===== config.mk =====
export PLATFORM = sky130hd
export DESIGN_NAME = gate_bist_ctrl
export DESIGN_NICKNAME = d
export VERILOG_FILES = /design/src/rtl/gate_bist_ctrl.sv
export SDC_FILE = /design/constraint.sdc
export NUM_CORES = 1
export LEC_CHECK = 0
export CORE_MARGIN = 10
export CORE_UTILIZATION = 50
export DETAILED_ROUTE_END_ITERATION = 7
export PLACE_DENSITY = 0.76
export SKIP_CTS_REPAIR_TIMING = 1
export SYNTH_ARGS = -nofsm -noshare
export SYNTH_HDL_FRONTEND = slang
export SYNTH_SLANG_ARGS = --single-unit

===== constraint.sdc =====
create_clock -name clock -period 2.1 [get_ports clock]
set_clock_uncertainty 0.05 [all_clocks]
set_input_delay 0.63 -clock clock [delete_from_list [all_inputs] [get_ports clock]]
set_output_delay 0.63 -clock clock [all_outputs]
set_load 0.03 [all_outputs]

===== src/rtl/gate_bist_ctrl.sv =====
// BIST sequencer for a small combinational gate: walks every input vector,
// waits a settle time, and checks the gate output against a truth table.
module gate_bist_ctrl #(
  parameter int unsigned NUM_INPUTS    = 2,
  parameter int unsigned SETTLE_CYCLES = 1,
  parameter logic [(2**NUM_INPUTS)-1:0] TRUTH_TABLE = 4'b0111
) (
  input  logic                  clock,
  input  logic                  reset_n,
  input  logic                  start,
  input  logic                  abort,
  input  logic                  dut_out,
  output logic [NUM_INPUTS-1:0] dut_in,
  output logic                  busy,
  output logic                  done,
  output logic                  pass,
  output logic [NUM_INPUTS:0]   err_count,
  output logic                  fail_pulse,
  output logic [NUM_INPUTS-1:0] first_fail_vec,
  output logic                  fail_seen
);

  localparam int unsigned CNT_W = 4;
  localparam logic [NUM_INPUTS-1:0] LAST_VEC    = {NUM_INPUTS{1'b1}};
  localparam logic [NUM_INPUTS:0]   ERR_ONE     = 1;
  localparam logic [CNT_W-1:0]      SETTLE_LOAD =
    (SETTLE_CYCLES == 0) ? '0 : CNT_W'(SETTLE_CYCLES - 1);

  typedef enum logic [2:0] {
    IDLE,
    APPLY,
    SETTLE,
    CHECK,
    DONE
  } state_t;

  state_t               state;
  logic [CNT_W-1:0]     settle_cnt;
  logic                 mismatch;
  logic [NUM_INPUTS:0]  err_next;

  // dut_in doubles as the vector counter while a run is in progress
  assign mismatch = (dut_out != TRUTH_TABLE[dut_in]);
  assign err_next = mismatch ? (err_count + ERR_ONE) : err_count;

  always_ff @(posedge clock or negedge reset_n) begin
    if (!reset_n) begin
      state          <= IDLE;
      settle_cnt     <= '0;
      dut_in         <= '0;
      busy           <= 1'b0;
      done           <= 1'b0;
      pass           <= 1'b0;
      err_count      <= '0;
      fail_pulse     <= 1'b0;
      first_fail_vec <= '0;
      fail_seen      <= 1'b0;
    end else begin
      fail_pulse <= 1'b0;
      if (abort) begin
        // abort beats start; error bookkeeping is kept for inspection
        state      <= IDLE;
        settle_cnt <= '0;
        dut_in     <= '0;
        busy       <= 1'b0;
        done       <= 1'b0;
        pass       <= 1'b0;
      end else begin
        case (state)
          IDLE, DONE: begin
            if (start) begin
              state          <= APPLY;
              dut_in         <= '0;
              err_count      <= '0;
              fail_seen      <= 1'b0;
              first_fail_vec <= '0;
              done           <= 1'b0;
              pass           <= 1'b0;
              busy           <= 1'b1;
            end
          end
          APPLY: begin
            if (SETTLE_CYCLES == 0) begin
              state <= CHECK;
            end else begin
              state      <= SETTLE;
              settle_cnt <= SETTLE_LOAD;
            end
          end
          SETTLE: begin
            if (settle_cnt == '0) begin
              state <= CHECK;
            end else begin
              settle_cnt <= settle_cnt - 1'b1;
            end
          end
          CHECK: begin
            err_count <= err_next;
            if (mismatch) begin
              fail_pulse <= 1'b1;
              if (!fail_seen) begin
                first_fail_vec <= dut_in;
                fail_seen      <= 1'b1;
              end
            end
            if (dut_in == LAST_VEC) begin
              state <= DONE;
              busy  <= 1'b0;
              done  <= 1'b1;
              pass  <= (err_next == '0);
            end else begin
              state  <= APPLY;
              dut_in <= dut_in + 1'b1;
            end
          end
          default: state <= IDLE;
        endcase
      end
    end
  end

endmodule


==> flow_results.xml <==
<?xml version="1.0" encoding="UTF-8"?>
<metrics>
  <group name="synthesis">
    <metric name="yosys_reg_bits" unit="">19</metric>
    <metric name="synth.lib_cells_used.distinct" unit="">31</metric>
    <metric name="synth_top_family_by_area" unit="">simple AND/OR/NAND/NOR gates</metric>
    <metric name="synth.largest_area_cell" unit="">sky130_fd_sc_hd__dfrtp_1</metric>
    <metric name="yosys.area.top_type_share" unit="">0.490</metric>
    <metric name="yosysSeqAreaShare" unit="">0.490</metric>
    <metric name="muxShareOfSynthArea" unit="">0.0219</metric>
    <metric name="synthCells" unit="">96</metric>
    <metric name="synth-edff-count" unit="">0</metric>
    <metric name="syn-num-nets" unit="">105</metric>
    <metric name="synthesis.area_per_instance" unit="um^2">10.1</metric>
    <metric name="syn-cell-area" unit="um^2">970</metric>
    <metric name="dominantRegCellSynth" unit="">sky130_fd_sc_hd__dfrtp_1</metric>
    <metric name="synth_adder_area_share" unit="">0.0516</metric>
    <metric name="asyncSetResetFlopFracSynth" unit="">1.00</metric>
    <metric name="count_of_synthesis_stage_warnings_from_yosys" unit="">0</metric>
    <metric name="ys_top_cells_by_area" unit="">sky130_fd_sc_hd__dfrtp_1 49%, sky130_fd_sc_hd__a21oi_1 5.2%, sky130_fd_sc_hd__ha_1 5.2%, sky130_fd_sc_hd__nor2_1 3.5%, sky130_fd_sc_hd__nand2b_1 3.2%</metric>
    <metric name="synthXorXnorAreaFrac" unit="">0.0271</metric>
    <metric name="synth_simple_gate_area_share" unit="">0.210</metric>
    <metric name="synth-compound-area-share" unit="">0.170</metric>
  </group>
  <group name="setup_path">
    <metric name="path_max_fanout" unit="">2</metric>
    <metric name="cpLargestDelayFamily" unit="">buffers and inverters</metric>
    <metric name="cp_slowest_cell" unit="">sky130_fd_sc_hd__clkdlybuf4s50_1</metric>
    <metric name="cp_num_buf_inv" unit="">1</metric>
    <metric name="crit_type" unit="">flip-flop to primary output</metric>
    <metric name="r2r.worst_path.cells" unit="">5</metric>
    <metric name="cp-start-kind" unit="">flip-flop</metric>
    <metric name="critical_path_required" unit="ns">1.42</metric>
    <metric name="timing.critical_path.to_type" unit="">primary output</metric>
    <metric name="slowest_delay" unit="ns">0.68</metric>
    <metric name="critical_path_depth" unit="">1</metric>
    <metric name="critical_path.cell_chain" unit="">clkdlybuf4s50_1</metric>
    <metric name="worst-endpoint-arrival" unit="ns">1.34</metric>
  </group>
  <group name="worst_hold_path">
    <metric name="whs_path_depth" unit="">1</metric>
    <metric name="hold_path_class" unit="">flip-flop to flip-flop</metric>
  </group>
  <group name="routing">
    <metric name="route.antenna.remaining_nets" unit="">0</metric>
    <metric name="route.vias.total" unit="">820</metric>
    <metric name="totalWireLength" unit="mm">2.10</metric>
    <metric name="route.detailed.drc" unit="">0</metric>
    <metric name="dr.pass1.iters" unit="">4</metric>
    <metric name="routedWlPerCell" unit="um">14.5</metric>
    <metric name="routed_via_density" unit="">5.66</metric>
    <metric name="drtIter0Drc" unit="">28</metric>
  </group>
  <group name="timing">
    <metric name="timing.final.max_slew_violations" unit="">0</metric>
    <metric name="layout_worst_path_cycle_share" unit="">0.964</metric>
    <metric name="rel_slew_slack" unit="">0.631</metric>
    <metric name="finalSetupTns" unit="ns">0</metric>
    <metric name="final_hold_viol_count" unit="">0</metric>
    <metric name="achievable-frequency" unit="MHz">494</metric>
    <metric name="post-route-min-period" unit="ns">2.02</metric>
    <metric name="timing_worst_slew_pin_value" unit="ns">0.550</metric>
    <metric name="rsz0062_at_grt" unit="">no</metric>
    <metric name="timing.final.setup_violations" unit="">0</metric>
  </group>
  <group name="power">
    <metric name="max-vdd-ir-drop" unit="mV">0.578</metric>
    <metric name="p_comb_frac" unit="">0.324</metric>
    <metric name="intPower" unit="uW">602</metric>
    <metric name="power.sequential.fraction" unit="">0.483</metric>
    <metric name="cellLeakagePower" unit="uW">0.000646</metric>
    <metric name="net-switching-power" unit="uW">328</metric>
    <metric name="power_per_cell_area" unit="nW/um^2">752</metric>
    <metric name="clk_network_pwr_share" unit="">0.193</metric>
    <metric name="netSwitchingFraction" unit="">0.353</metric>
  </group>
  <group name="global_routing">
    <metric name="grt_pass1_wl" unit="mm">3.59</metric>
    <metric name="grt_pass1_vias" unit="">809</metric>
    <metric name="pin_count_of_the_biggest_net_entering_global_routing" unit="">20</metric>
    <metric name="initial_antenna_violation_count" unit="">0</metric>
    <metric name="grtUsageTotal" unit="">0.105</metric>
    <metric name="globalRoute.totalOverflow" unit="">0</metric>
  </group>
  <group name="layout">
    <metric name="area_growth" unit="%">27.6</metric>
    <metric name="layout.cells.most_common_list" unit="">19 x sky130_fd_sc_hd__dfrtp_1, 11 x sky130_fd_sc_hd__clkdlybuf4s50_1, 10 x sky130_fd_sc_hd__a21oi_1</metric>
    <metric name="layout.cells.most_common" unit="">sky130_fd_sc_hd__dfrtp_1</metric>
    <metric name="nets_finish" unit="">130</metric>
    <metric name="num_antenna_cells" unit="">0</metric>
    <metric name="final_design_area_no_fill" unit="um^2">1240</metric>
    <metric name="post_route_cells_drive_above_1_share" unit="">0.100</metric>
  </group>
  <group name="placement">
    <metric name="placement.cell_area" unit="um^2">1200</metric>
    <metric name="portBuffers" unit="">16</metric>
    <metric name="gpl.final_weighted_congestion" unit="">0.836</metric>
    <metric name="dp.final_hpwl" unit="mm">1.62</metric>
  </group>
  <group name="cts">
    <metric name="worst_skew_pair.late_latency" unit="ns">0.29</metric>
    <metric name="clock_sinks" unit="">19</metric>
    <metric name="tritoncts_clock_tree" unit="">yes</metric>
    <metric name="cts_buffers" unit="">3</metric>
    <metric name="cts.reportedPaths.clkPinSlew" unit="ns">0.11</metric>
    <metric name="clockBufferDepth" unit="">2</metric>
    <metric name="cts-root-buf" unit="">sky130_fd_sc_hd__clkbuf_4</metric>
    <metric name="cts-htree-levels" unit="">1</metric>
  </group>
  <group name="die">
    <metric name="num_io_pins" unit="">17</metric>
    <metric name="core-area" unit="um^2">1780</metric>
    <metric name="start_util" unit="">0.544</metric>
    <metric name="dieWidth" unit="um">64.0</metric>
    <metric name="rows" unit="">15</metric>
    <metric name="die_area" unit="um^2">4100</metric>
    <metric name="die_ht" unit="um">64.0</metric>
  </group>
  <group name="flow_run">
    <metric name="timing.max_cap.violations" unit="">0</metric>
  </group>
  <group name="status">
    <metric name="run_status" unit="">completed</metric>
  </group>
</metrics>
==> flip-flops by register name, indices dropped and copies added, names as in the netlist <==
signal          cells
dut_in              2
fail_pulse          1
first_fail_vec      2
fail_seen           1
settle_cnt          4
done                1
busy                1
state               3
pass                1
err_count           3
==> layer usage <==
layer / part of all wire / routed length, um / global-route usage
met1: 0.46 / 968 / 0.129
met2: 0.45 / 940 / 0.163
met3: 0.075 / 157 / 0.0348
met4: 0.015 / 32 / 0.0464
met5: 0 / 0 / 0
==> through the flow <==
stage | instances | total power, uW | utilization | setup WS, ns | hold WS [ns]
2_1_floorplan | 96 | 641 | - | 0.247 | 0.284
3_3_place_gp | 141 | 747 | 0.672 | -0.169 | 0.412
3_5_place_dp | 141 | 759 | 0.672 | -0.204 | 0.429
4_1_cts | 145 | 940 | 0.687 | -0.0331 | 0.454
5_1_grt | 145 | 992 | 0.694 | 0.0140 | 0.478
6_report | 145 | 930 | 0.694 | 0.0760 | 0.446
==> path summary, 6_finish.rpt <==
kind,startpoint,end,slack (ns)
min in group asynchronous,reset_n,settle_cnt[3]$_DFFE_PN0P_,0.61
max in group asynchronous,reset_n,first_fail_vec[1]$_DFFE_PN0P_,1.19
worst min register to register,done$_DFFE_PN0P_,done$_DFFE_PN0P_,0.45
worst min-delay path,done$_DFFE_PN0P_,done$_DFFE_PN0P_,0.45
worst max-delay path,busy$_DFFE_PN0P_,busy,0.08
worst max register to register,dut_in[0]$_DFFE_PN0P_,pass$_DFFE_PN0P_,0.17
==> power by group through the flow <==
stage / Clock [uW] / Sequential (uW) / Combinational (uW)
3_5_place_dp: 0 / 456 / 303
4_1_cts: 187 / 448 / 305
6_report: 180 / 449 / 301
5_1_grt: 207 / 454 / 331
3_3_place_gp: 0 / 450 / 297
2_1_floorplan: 0 / 481 / 160
==> cells in the mapped netlist, types with 2 or more instances <==
cell                        n
sky130_fd_sc_hd__a21o_1     3
sky130_fd_sc_hd__inv_1      5
sky130_fd_sc_hd__o21ai_0    4
sky130_fd_sc_hd__dfrtp_1   19
sky130_fd_sc_hd__xnor2_1    2
sky130_fd_sc_hd__a21oi_1   10
sky130_fd_sc_hd__nor2_1     9
sky130_fd_sc_hd__a22o_1     3
sky130_fd_sc_hd__nand2_1    4
sky130_fd_sc_hd__a221oi_1   2
sky130_fd_sc_hd__nand3b_1   4
sky130_fd_sc_hd__nor3_1     4
sky130_fd_sc_hd__ha_1       4
sky130_fd_sc_hd__nand2b_1   5
sky130_fd_sc_hd__and2_1     2
==> layout make-up <==
type                            count  area [um^2]
Clock buffer                        3         22.5
Clock inverter                      1         5.00
Fill cell                         159          546
Inverter                            5         18.8
Multi-Input combinational cell     70          467
Sequential cell                    19          475
Tap cell                           25         31.3
Timing Repair Buffer               22          218
==> cell families after synthesis <==
| group | Yosys count |
|---|---|
| AOI/OAI and AO/OA | 26 |
| xor gates and xnor gates | 3 |
| adders and majority gates | 4 |
| buffers and inverters | 7 |
| DFF | 19 |
| muxes | 2 |
| and+or+nand+nor | 35 |
Power figures use the tool's default switching activity.
